### src/rtl/serial_frame_pkg.sv
// Shared types and default constants for the serial frame receiver.
package serial_frame_pkg;

  typedef enum logic [1:0] {
    HUNT   = 2'd0,
    DATA   = 2'd1,
    PARITY = 2'd2
  } state_e;

  localparam int         DEFAULT_SYNC_W       = 8;
  localparam logic [7:0] DEFAULT_SYNC_PATTERN = 8'hA5;
  localparam int         DEFAULT_DATA_W       = 8;
  localparam bit         DEFAULT_PARITY_EN    = 1'b1;

endpackage

### src/rtl/sync_matcher.sv
// Sync hunter: MSB-first shift register, fill counter and pattern comparator.
// match_o is combinational and includes the bit being accepted this cycle.
module sync_matcher
  import serial_frame_pkg::*;
#(
  parameter int                SYNC_W       = DEFAULT_SYNC_W,
  parameter logic [SYNC_W-1:0] SYNC_PATTERN = SYNC_W'(DEFAULT_SYNC_PATTERN)
) (
  input  logic clk_i,
  input  logic reset_i,
  input  logic bit_i,
  input  logic accept_i,
  input  logic clear_i,
  output logic match_o
);

  localparam int FILL_W = $clog2(SYNC_W + 1);

  logic [SYNC_W-1:0] shift_q, shift_d, shiftNext;
  logic [FILL_W-1:0] fill_q, fill_d;

  always_ff @(posedge clk_i) begin
    if (reset_i) begin
      shift_q <= '0;
      fill_q  <= '0;
    end else begin
      shift_q <= shift_d;
      fill_q  <= fill_d;
    end
  end

  // Fill saturates at SYNC_W; a match needs SYNC_W-1 prior bits plus the current one.
  always_comb begin
    shiftNext = (shift_q << 1) | SYNC_W'(bit_i);
    shift_d   = shift_q;
    fill_d    = fill_q;
    if (clear_i) begin
      shift_d = '0;
      fill_d  = '0;
    end else if (accept_i) begin
      shift_d = shiftNext;
      if (fill_q < FILL_W'(SYNC_W)) begin
        fill_d = fill_q + FILL_W'(1);
      end
    end
    match_o = accept_i && (fill_q >= FILL_W'(SYNC_W - 1)) && (shiftNext == SYNC_PATTERN);
  end

endmodule

### src/rtl/serial_frame_rx.sv
// Serial frame receiver: hunts a sync word, deserializes a payload, checks
// optional even parity and reports each frame with a one-cycle strobe.
module serial_frame_rx
  import serial_frame_pkg::*;
#(
  parameter int                SYNC_W       = DEFAULT_SYNC_W,
  parameter logic [SYNC_W-1:0] SYNC_PATTERN = SYNC_W'(DEFAULT_SYNC_PATTERN),
  parameter int                DATA_W       = DEFAULT_DATA_W,
  parameter bit                PARITY_EN    = DEFAULT_PARITY_EN
) (
  input  logic              clk_i,
  input  logic              reset_i,
  input  logic              data_i,
  input  logic              en_i,
  output logic [DATA_W-1:0] word_o,
  output logic              word_valid_o,
  output logic              parity_err_o,
  output logic              in_frame_o,
  output logic [7:0]        frame_cnt_o
);

  localparam int CNT_W = $clog2(DATA_W + 1);

  state_e            state_q, state_d;
  logic [CNT_W-1:0]  bitCnt_q, bitCnt_d;
  logic [DATA_W-1:0] payload_q, payload_d, payloadNext;
  logic              parityAcc_q, parityAcc_d;
  logic [DATA_W-1:0] word_q, word_d, completeWord;
  logic              wordValid_q, wordValid_d;
  logic              parityErr_q, parityErr_d;
  logic              inFrame_q, inFrame_d;
  logic [7:0]        frameCnt_q, frameCnt_d;
  logic              syncMatch, complete, frameErr;

  sync_matcher #(
    .SYNC_W       (SYNC_W),
    .SYNC_PATTERN (SYNC_PATTERN)
  ) uSyncMatcher (
    .clk_i    (clk_i),
    .reset_i  (reset_i),
    .bit_i    (data_i),
    .accept_i (en_i && (state_q == HUNT)),
    .clear_i  (syncMatch),
    .match_o  (syncMatch)
  );

  always_ff @(posedge clk_i) begin
    if (reset_i) begin
      state_q     <= HUNT;
      bitCnt_q    <= '0;
      payload_q   <= '0;
      parityAcc_q <= 1'b0;
      word_q      <= '0;
      wordValid_q <= 1'b0;
      parityErr_q <= 1'b0;
      inFrame_q   <= 1'b0;
      frameCnt_q  <= '0;
    end else begin
      state_q     <= state_d;
      bitCnt_q    <= bitCnt_d;
      payload_q   <= payload_d;
      parityAcc_q <= parityAcc_d;
      word_q      <= word_d;
      wordValid_q <= wordValid_d;
      parityErr_q <= parityErr_d;
      inFrame_q   <= inFrame_d;
      frameCnt_q  <= frameCnt_d;
    end
  end

  always_comb begin
    state_d      = state_q;
    bitCnt_d     = bitCnt_q;
    payload_d    = payload_q;
    parityAcc_d  = parityAcc_q;
    word_d       = word_q;
    wordValid_d  = 1'b0;
    parityErr_d  = 1'b0;
    frameCnt_d   = frameCnt_q;
    complete     = 1'b0;
    frameErr     = 1'b0;
    payloadNext  = (payload_q << 1) | DATA_W'(data_i);
    completeWord = payload_q;

    unique case (state_q)
      HUNT: begin
        if (syncMatch) begin
          state_d     = DATA;
          bitCnt_d    = '0;
          payload_d   = '0;
          parityAcc_d = 1'b0;
        end
      end
      DATA: begin
        if (en_i) begin
          payload_d   = payloadNext;
          parityAcc_d = parityAcc_q ^ data_i;
          bitCnt_d    = bitCnt_q + CNT_W'(1);
          if (bitCnt_q == CNT_W'(DATA_W - 1)) begin
            if (PARITY_EN) begin
              state_d = PARITY;
            end else begin
              complete     = 1'b1;
              completeWord = payloadNext;
            end
          end
        end
      end
      PARITY: begin
        if (en_i) begin
          complete = 1'b1;
          frameErr = parityAcc_q ^ data_i;
        end
      end
      default: state_d = HUNT;
    endcase

    // Completion always drops back to HUNT; the matcher was cleared on sync.
    if (complete) begin
      state_d     = HUNT;
      word_d      = completeWord;
      wordValid_d = 1'b1;
      parityErr_d = frameErr;
      if (!frameErr) begin
        frameCnt_d = frameCnt_q + 8'd1;
      end
    end

    inFrame_d = (state_d != HUNT);
  end

  assign word_o       = word_q;
  assign word_valid_o = wordValid_q;
  assign parity_err_o = parityErr_q;
  assign in_frame_o   = inFrame_q;
  assign frame_cnt_o  = frameCnt_q;

endmodule

### config.mk
export PLATFORM = sky130hd
export DESIGN_NAME = serial_frame_rx
export DESIGN_NICKNAME = d
export VERILOG_FILES = /design/src/rtl/serial_frame_pkg.sv /design/src/rtl/sync_matcher.sv /design/src/rtl/serial_frame_rx.sv
export SDC_FILE = /design/constraint.sdc
export NUM_CORES = 1
export LEC_CHECK = 0
export ABC_AREA = 1
export BUFFER_PORTS_ARGS = -buffer_cell sky130_fd_sc_hd__buf_2
export CORE_MARGIN = 2
export CORE_UTILIZATION = 56
export CTS_CLUSTER_DIAMETER = 100
export CTS_CLUSTER_SIZE = 16
export DETAILED_ROUTE_END_ITERATION = 10
export PLACE_DENSITY_LB_ADDON = 0.15
export SLEW_MARGIN = 15
export SYNTH_ARGS = -nofsm -noshare
export SYNTH_HDL_FRONTEND = slang
export SYNTH_SLANG_ARGS = --single-unit
### constraint.sdc
create_clock -name clk_i -period 1.7 [get_ports clk_i]
set_clock_uncertainty 0.1 [all_clocks]
set_input_delay 0.425 -clock clk_i [delete_from_list [all_inputs] [get_ports clk_i]]
set_output_delay 0.425 -clock clk_i [all_outputs]
set_load 0.01 [all_outputs]
# Yosys cells after proc, flatten, opt, wreduce, memory -nomap -nowiden

Index checks and enable logic that the tools add are counted.

Register bits after elaboration: 45
Input port bits: 4
Output and inout port bits: 19
Logic and storage cells: 57

$add $sub $neg: 3
$lt $le $gt $ge: 2
Equality and inequality tests: 6
Multiplexer cells: 19
Bitwise logic cells: 5
Reductions and logical operators: 11

Operators by type and width:

| kind                  | number |
|---|---|
| $mux W8               | 2 |
| $or A8 B1 Y8          | 2 |
| $pmux W8 S2           | 1 |
| $add A4 B1 Y4 const B | 2 |
| $add A8 B1 Y8 const B | 1 |
| $eq A8 B8 Y1 const B  | 1 |
| $mux W2               | 4 |
| $mux W4               | 2 |
| $pmux W4 S2           | 1 |
| $mux W1               | 7 |
| $pmux W2 S3           | 1 |
| $eq A4 B3 Y1 const B  | 1 |
| $ge A4 B3 Y1 const B  | 1 |
| $lt A4 B4 Y1 const B  | 1 |
| $ne A2 B2 Y1 const B  | 2 |
| $reduce_and A2 Y1     | 2 |
| $reduce_bool A2 Y1    | 2 |
| $reduce_or A2 Y1      | 2 |
| $logic_and A1 B1 Y1   | 3 |
| $reduce_and A3 Y1     | 1 |
| $eq A2 B1 Y1 const B  | 1 |
| $eq A2 B2 Y1 const B  | 1 |
| $logic_not A2 Y1      | 1 |
| $not A1 Y1            | 2 |
| other kinds (2)       | 2 |

# Longest topological paths before layout

Gate-level depths: netlist (run 1).

Depth in word-level cells: 8
Depth in mapped cells: 8
Depth with buffers taken out: 8

# Cells and area by module

A second synthesis (run 1) with hierarchy kept.

Cell total of the unflattened synthesis: 254
Area, all modules: 1,921.8 sq um

By module, submodules not included:

| module          | instances | cells an instance | area each (sq um) | seq. area each (sq um) |
|---|---|---|---|---|
| serial_frame_rx | 1         | 191               | 1,442.6           | 680.7 |
| sync_matcher    | 1         | 63                | 479.2             | 220.2 |

# Least setup slack after synthesis (run 1)

OpenSTA, ideal clock, no wires.

Path type: register to register
Start: register uSyncMatcher.fill_q[0]
End: register parityAcc_q
Setup time: 0.132 ns
Arrival: 1.086 ns
Required time: 1.468 ns
Path slack: 0.382 ns
Stages on the path, launching flop included: 8
Buffers on the path: 1
Period minus slack after synthesis: 1.318 ns
Path through: dfxtp_1 -> ha_1 -> a21oi_1 -> nor2_1 -> nand2_4 -> buf_6 -> nand3_1 -> a21oi_1

Word-level cells in the longest chain between the ends: 5

Ends and longest elaborated chain:

| item                              | line                  | text |
|---|---|---|
| from (decl)                       | sync_matcher.sv:20    | `logic [FILL_W-1:0] fill_q, fill_d;` |
| from (signal assigned)            | sync_matcher.sv:28    | `fill_q <= fill_d;` |
| $ge A4 B3 Y1                      | sync_matcher.sv:46    | `match_o = accept_i && (fill_q >= FILL_W'(SYNC_W - 1)) && (shiftNext == SYNC_PATTERN);` |
| $logic_and A1 B1 Y1 (2 in series) | sync_matcher.sv:46    |  |
| $ne A2 B2 Y1 (no line)            | n/a                   |  |
| $reduce_and A3 Y1 (no line)       | n/a                   |  |
| to (signal assigned)              | serial_frame_rx.sv:62 | `parityAcc_q <= parityAcc_d;` |
| to (decl)                         | serial_frame_rx.sv:27 | `logic parityAcc_q, parityAcc_d;` |

Every way passes these cells.
A chain may end at the register's enable or synchronous reset.

# Final worst setup path (run 1)

Start: register uSyncMatcher.fill_q[0]
End: register bitCnt_q[2]

Word-level cells in the longest chain between the ends: 5

Ends and longest elaborated chain:

| item                              | line                  | text |
|---|---|---|
| $ge A4 B3 Y1                      | sync_matcher.sv:46    |  |
| $logic_and A1 B1 Y1 (2 in series) | sync_matcher.sv:46    |  |
| $ne A2 B2 Y1 (no line)            | n/a                   |  |
| $reduce_and A3 Y1 (no line)       | n/a                   |  |
| to (signal assigned)              | serial_frame_rx.sv:60 | `bitCnt_q <= bitCnt_d;` |
| to (decl)                         | serial_frame_rx.sv:25 | `logic [CNT_W-1:0] bitCnt_q, bitCnt_d;` |

Every way passes these cells.

==> flow_metrics.tcl, run 1 <==
set metrics [dict create \
    floorplan.die.height_microns 62.1 \
    count_of_different_cell_masters_after_synthesis 26 \
    met3_wirelength_microns 91 \
    design.final.nets 286 \
    finalHoldViolCount 0 \
    maximum_count_of_clock_buffers_along_a_single_path 2 \
    clock_insertion_delay_worst_skew_ns 0.35 \
    grt_pass1_wl_microns 5910 \
    total_power_mw 1.80 \
    worst_pin_slew_ns 0.266 \
    number_of_drc_violations_after_detailed_routing_iteration_0 69 \
    detail_route.wirelength_microns 3440 \
    powerDensity_nw_per_um2 842 \
    syn_area_sq_um 1890 \
    most-common-layout-cells "sky130_fd_sc_hd__nand2_1, sky130_fd_sc_hd__dfxtp_1, sky130_fd_sc_hd__a21oi_1, sky130_fd_sc_hd__nand3_1, sky130_fd_sc_hd__buf_2" \
    layout_min_cycle_time_ns 1.49 \
    ant_nets 0 \
    cts-root-buf "sky130_fd_sc_hd__clkbuf_4" \
    crit_path_start_kind "flip-flop" \
    cts_sinks 45 \
    worstSetupPathType "flip-flop to flip-flop" \
    buffering_stage_count_on_the_worst_path_with_inverters_included 1 \
    via_per_inst 5.01 \
    antenna_cells 0 \
    max_stage_delay_ns 0.39 \
    post-route-period-util_pct 87.9 \
    critPathSlowestCell "sky130_fd_sc_hd__dfxtp_1" \
    edff_count_synth 0 \
    first_pass_iteration_count_of_the_detailed_router 5 \
    critical_path.top_delay_family "simple AND/OR/NAND/NOR gates" \
    hold_class "input pin to flip-flop" \
    tns_ns 0 \
    power.leakage_nw 0.948 \
    dp.final_hpwl_microns 2460 \
    timing.slew.headroom_pct 82.2 \
    synthesis.area_per_instance_sq_um 7.53 \
    fillers 301 \
    die-area_sq_um 3850 \
    route.layer.met1.wl_microns 1670 \
    drive_above_1_share_pct 17.9 \
    track_usage_pct 20.7 \
    top_flip_flop_cell_by_instance_count_after_synthesis "sky130_fd_sc_hd__dfxtp_1" \
    timing.critical_path.fanout_max 14 \
    result_of_the_run "complete, no violations" \
    post-route-drc-count 0 \
    top_layer "met4" \
    rsz_0062_raised_after_global_routing "no" \
    first_global_vias 1424 \
    syn_nets 258 \
    critPathCaptureType "flip-flop" \
    io_buffers 22 \
    most_common_library_cell_in_the_layout_ignoring_fill_and_taps "sky130_fd_sc_hd__nand2_1" \
    yosysSeqAreaShare_pct 47.7 \
    yosys_register_bits 45 \
    met2_wirelength_microns 1600 \
    clock_tree.htree_level_count 2 \
    globalplace.congestion 0.784 \
    core-area_sq_um 3280 \
    grt_antenna_before_repair 0 \
    pin_count 23 \
    post-cts-setup-buffers 0 \
    synth-warning-count 0 \
    clock_pin_slew_on_the_worst_setup_and_hold_paths_ns 0.12 \
    irDropWorstVdd_mv 0.687 \
    worstPathRequired_ns 1.86 \
    path_cells "ha_1, a21oi_1, nor2_1, nand2_4, buf_4, nand3_1, a21oi_1" \
    rows 21 \
    clock_buffer_count_from_cts 5 \
    fmaxAchievable_mhz 669 \
    area_added_between_synthesis_and_finish_pct 13.4 \
    arrival_ns 1.65 \
    postSynthCellCount 251 \
    crit_top_cell "sky130_fd_sc_hd__a21oi_1" \
    tritoncts "yes" \
    grt.overflow.total 0 \
    die_width_microns 62.1 \
    routed-via-count 1633 \
    postSynth.asyncResetShare_pct 0 \
    avgRoutedWirePerCell_microns 10.6 \
    setup_violations 0 \
    initial_utilization_pct 57.5 \
    finalMaxSlewViolations 0 \
    number_of_maximum_capacitance_violations 0 \
    grt_max_degree 16 \
]
synth_stat cells, types with 3 or more instances:
| cell type | count | share of area [%] |
|---|---|---|
| sky130_fd_sc_hd__nand3_1 | 27 | 7.2 |
| sky130_fd_sc_hd__inv_1 | 15 | 3.0 |
| sky130_fd_sc_hd__ha_1 | 3 | 2.0 |
| sky130_fd_sc_hd__dfxtp_1 | 45 | 48 |
| sky130_fd_sc_hd__o21ai_0 | 5 | 1.3 |
| sky130_fd_sc_hd__nor2_1 | 16 | 3.2 |
| sky130_fd_sc_hd__nand4_1 | 3 | 0.99 |
| sky130_fd_sc_hd__a21oi_1 | 30 | 7.9 |
| sky130_fd_sc_hd__inv_2 | 6 | 1.2 |
| sky130_fd_sc_hd__nand2_1 | 77 | 15 |
| sky130_fd_sc_hd__nor2_4 | 3 | 1.8 |
per-layer routing:
layer,global-route usage [%],up-vias
met1,27.7,745
met4,9.12,0
li1,-,863
met2,32.6,17
met3,3.73,8
met5,0,-
what timing repair did:
action                     4_1_cts  5_1_grt
setup endpoints to repair        0       11
resized for setup                0        1
hold buffers                     0        0
flip-flops by register name (all words and copies together), names as in the netlist:
name	cells
parityAcc_q	1
frame_cnt_o	8
state_q	2
parity_err_o	1
word_valid_o	1
uSyncMatcher.fill_q	4
payload_q	8
word_o	8
uSyncMatcher.shift_q	7
bitCnt_q	4
in_frame_o	1
path summary, 6_finish.rpt:
kind	from	to	slack (ns)	cells past startpoint
hold / removal	data_i	payload_q[0]	0.25	3
setup / recovery	uSyncMatcher.fill_q[0]	bitCnt_q[2]	0.21	7
setup reg to reg	uSyncMatcher.fill_q[0]	bitCnt_q[2]	0.21	7
hold reg to reg	payload_q[7]	word_o[7]	0.36	2
per-stage QoR:
stage          util [%]  cell area [sq um]  std cells  worst slack, ns  hold slack [ns]
6_report           65.2               2140        326            0.206            0.249
5_1_grt            65.2               2140        326           0.0478            0.241
4_1_cts            65.1               2140        326           0.0788            0.237
3_5_place_dp       62.6               2050        318            0.104            0.342
3_3_place_gp       62.6               2050        318            0.139            0.346
2_1_floorplan         -               1890        251            0.382            0.320
cells by family after synthesis:
group	share of synthesized area (%)
compound gates	9.87
xor+xnor	0.927
fa+ha+maj	1.99
buf+inv	7.09
flops	47.7
simple gates	32.5
worst min-delay path: stages:
cell and delay (ns):
sky130_fd_sc_hd__buf_2 0.13, sky130_fd_sc_hd__nand2_1 0.06, sky130_fd_sc_hd__a21oi_1 0.05
power breakdown:
group          internal [mW]  switching (mW)
sequential              1.06         0.00557
clock                  0.351           0.324
combinational         0.0209          0.0415
total                   1.43           0.371
area by class of cell:
type | instances | area, sq um | share of cell area (%)
clock buffer | 7 | 55.1 | 2.57
clock inverter | 1 | 30.0 | 1.40
multi-input combinational | 176 | 857 | 40.0
inverter | 23 | 86.3 | 4.03
tap | 46 | 57.6 | 2.69
timing repair buffer | 28 | 155 | 7.24
sequential | 45 | 901 | 42.1
No activity file was read; power rests on OpenSTA's default activity.
==> inputs of run 2 (changes only) <==
CORE_UTILIZATION = 45   (was 56)
==> run 2 against run 1 <==
  * Count of clock-buffer cells in the layout shrank 2
  * Sequential share of layout area shrank 0.49 points
  * Register-to-register slack lost 0.02 ns
  * Sequential power is essentially flat
  * Critical path depth is the same
  * Wire length grew 3.5%
  * Final cell count grew 0.92%
  * First-iteration DRC count shrank 5.8%
  * Global-route usage shrank 3.9 points
==> flow_metrics.tcl, run 2 (same netlist as run 1, synthesis figures left out) <==
set metrics [dict create \
    p_sw_share_pct 21.4 \
    antenna_cells 0 \
    clock_insertion_delay_worst_skew_ns 0.30 \
    io_buffers 22 \
    globalplace.congestion 0.742 \
    max_stage_delay_ns 0.37 \
    placement.setup.worst_slack_ns 0.159 \
    powerDensity_nw_per_um2 892 \
    grt_pass1_wl_microns 5900 \
    routed-via-count 1599 \
    most_common_library_cell_in_the_layout_ignoring_fill_and_taps "sky130_fd_sc_hd__nand2_1" \
    rsz_0062_raised_after_global_routing "no" \
    first_global_vias 1351 \
    fillers 425 \
    crit_top_cell "sky130_fd_sc_hd__a21oi_1" \
    core-area_sq_um 4030 \
    tritoncts "yes" \
    cts-root-buf "sky130_fd_sc_hd__clkbuf_8" \
    via_per_inst 4.86 \
    track_usage_pct 16.7 \
    pin_count 23 \
    tns_ns 0 \
    holdPathStages 3 \
    reg2reg_slack_ns 0.19 \
    clock_tree.htree_level_count 2 \
    grt_antenna_before_repair 0 \
    grt_max_degree 17 \
    post_cts_resize_count 0 \
    timing.slew.headroom_pct 81.8 \
    post-route-drc-count 0 \
    hold_class "input pin to flip-flop" \
    result_of_the_run "complete, no violations" \
    setup_violations 0 \
    avgRoutedWirePerCell_microns 10.8 \
    die-area_sq_um 4730 \
    detail_route.wirelength_microns 3560 \
    total_power_mw 1.93 \
    cts_sinks 45 \
    setup_ws_ns 0.190 \
    register_to_register_path_depth 7 \
    clock_buffer_count_from_cts 5 \
    most-common-layout-cells "sky130_fd_sc_hd__nand2_1, sky130_fd_sc_hd__dfxtp_1, sky130_fd_sc_hd__a21oi_1, sky130_fd_sc_hd__nand3_1, sky130_fd_sc_hd__buf_2" \
    area_added_between_synthesis_and_finish_pct 14.7 \
    maximum_count_of_clock_buffers_along_a_single_path 2 \
    regToRegStartpoint "uSyncMatcher.fill_q[0]" \
    stdcell_count 329 \
    worst_pin_slew_ns 0.271 \
    ant_nets 0 \
    initial_utilization_pct 46.9 \
    post-route-period-util_pct 88.8 \
    power.internal_mw 1.52 \
    cts_hold_repair.buffers 0 \
    number_of_drc_violations_after_detailed_routing_iteration_0 65 \
    power_frac_seq_pct 55.1 \
    finalMaxSlewViolations 0 \
    irDropWorstVdd_mv 0.496 \
    worstSetupPathType "flip-flop to flip-flop" \
    worstPathRequired_ns 1.79 \
    post-cts-setup-buffers 0 \
    placed_cells_incl_taps 321 \
    layout_min_cycle_time_ns 1.51 \
    path_cells "ha_1, a21oi_1, nor2_1, nand2_4, nand2_1, buf_4, a21oi_1" \
    critPathCaptureType "flip-flop" \
    rr_endpoint "uSyncMatcher.fill_q[1]" \
    share_comb_of_total_power_pct 3.2 \
    share_clk_of_total_power_pct 41.7 \
    number_of_maximum_capacitance_violations 0 \
    clock_pin_slew_on_the_worst_setup_and_hold_paths_ns 0.09 \
    power.leakage_nw 0.953 \
    floorplan.die.height_microns 68.8 \
    rows 23 \
    critPathSlowestCell "sky130_fd_sc_hd__dfxtp_1" \
    die_width_microns 68.8 \
    timing.critical_path.fanout_max 16 \
    drive_above_1_share_pct 17.6 \
    dp.final_hpwl_microns 2490 \
    finalHoldViolCount 0 \
    timing.hold.worst.start "data_i" \
    hold_end "uSyncMatcher.shift_q[0]" \
    grt.overflow.total 0 \
    crit_path_start_kind "flip-flop" \
    p_switching_mw 0.413 \
    arrival_ns 1.60 \
    first_pass_iteration_count_of_the_detailed_router 4 \
    design.final.nets 285 \
    fmaxAchievable_mhz 662 \
]
-- run 2: cell count changes in the layout (fill, tap and decap cells not counted), sizes merged --
| cell | previous run | this run |
|---|---|---|
| clkinv | 2 | 3 |
| clkinvlp | 0 | 1 |
| clkbuf | 7 | 5 |
| buf | 28 | 27 |
-- run 2: final cells by class --
cell class / count / area (sq um) / share of cell area, %
well taps: 50 / 62.6 / 2.89
multi-input cells: 176 / 855 / 39.4
flip-flops and latches: 45 / 901 / 41.6
clock inverters: 3 / 46.3 / 2.14
clock buffers: 5 / 68.8 / 3.18
repair buffers: 27 / 148 / 6.81
inverters: 23 / 86.3 / 3.98
-- run 2: worst max-delay path, delay by kind of cell (launching register included) --
family	cells	cell delay [ns]
AOI/OAI and AO/OA	2	0.12
buffers and inverters	1	0.17
adders and majority gates	1	0.19
DFF	1	0.37
and+or+nand+nor	3	0.44
-- run 2: metrics by stage --
| step | utilization (%) | hold slack (ns) | cell area, sq um |
|---|---|---|---|
| 6_report | 53.8 | 0.318 | 2170 |
| 5_1_grt | 53.8 | 0.327 | 2170 |
| 4_1_cts | 53.8 | 0.308 | 2170 |
| 3_5_place_dp | 50.9 | 0.351 | 2050 |
| 3_3_place_gp | 50.9 | 0.338 | 2050 |
| 2_1_floorplan | - | 0.320 | 1890 |
-- run 2: how the worst max path moves through the flow --
stage / to / slack, ns / startpoint
detailed placement: uSyncMatcher.shift_q[3] / 0.16 / en_i
global placement: state_q[0] / 0.14 / en_i
floorplan: parityAcc_q / 0.38 / uSyncMatcher.fill_q[0]
CTS: uSyncMatcher.shift_q[3] / 0.19 / uSyncMatcher.fill_q[0]
finish: uSyncMatcher.fill_q[1] / 0.19 / uSyncMatcher.fill_q[0]
global route: uSyncMatcher.fill_q[1] / 0.07 / uSyncMatcher.fill_q[0]
-- run 2: routing by layer --
layer  vias up  share of wire, %  global-route usage, %
met1       718                50                   21.3
li1        864                 -                      -
met2        13                45                   26.8
met5         -                 0                      0
met3         4               2.8                   4.71
met4         0               1.4                   6.62
-- run 2: power groups by stage --
stage	sequential [mW]	combinational, mW	clock, mW
6_report	1.06	0.0624	0.806
5_1_grt	1.07	0.0697	0.875
4_1_cts	1.06	0.0628	0.835
3_5_place_dp	1.09	0.0622	0
3_3_place_gp	1.09	0.0628	0
2_1_floorplan	1.09	0.0415	0
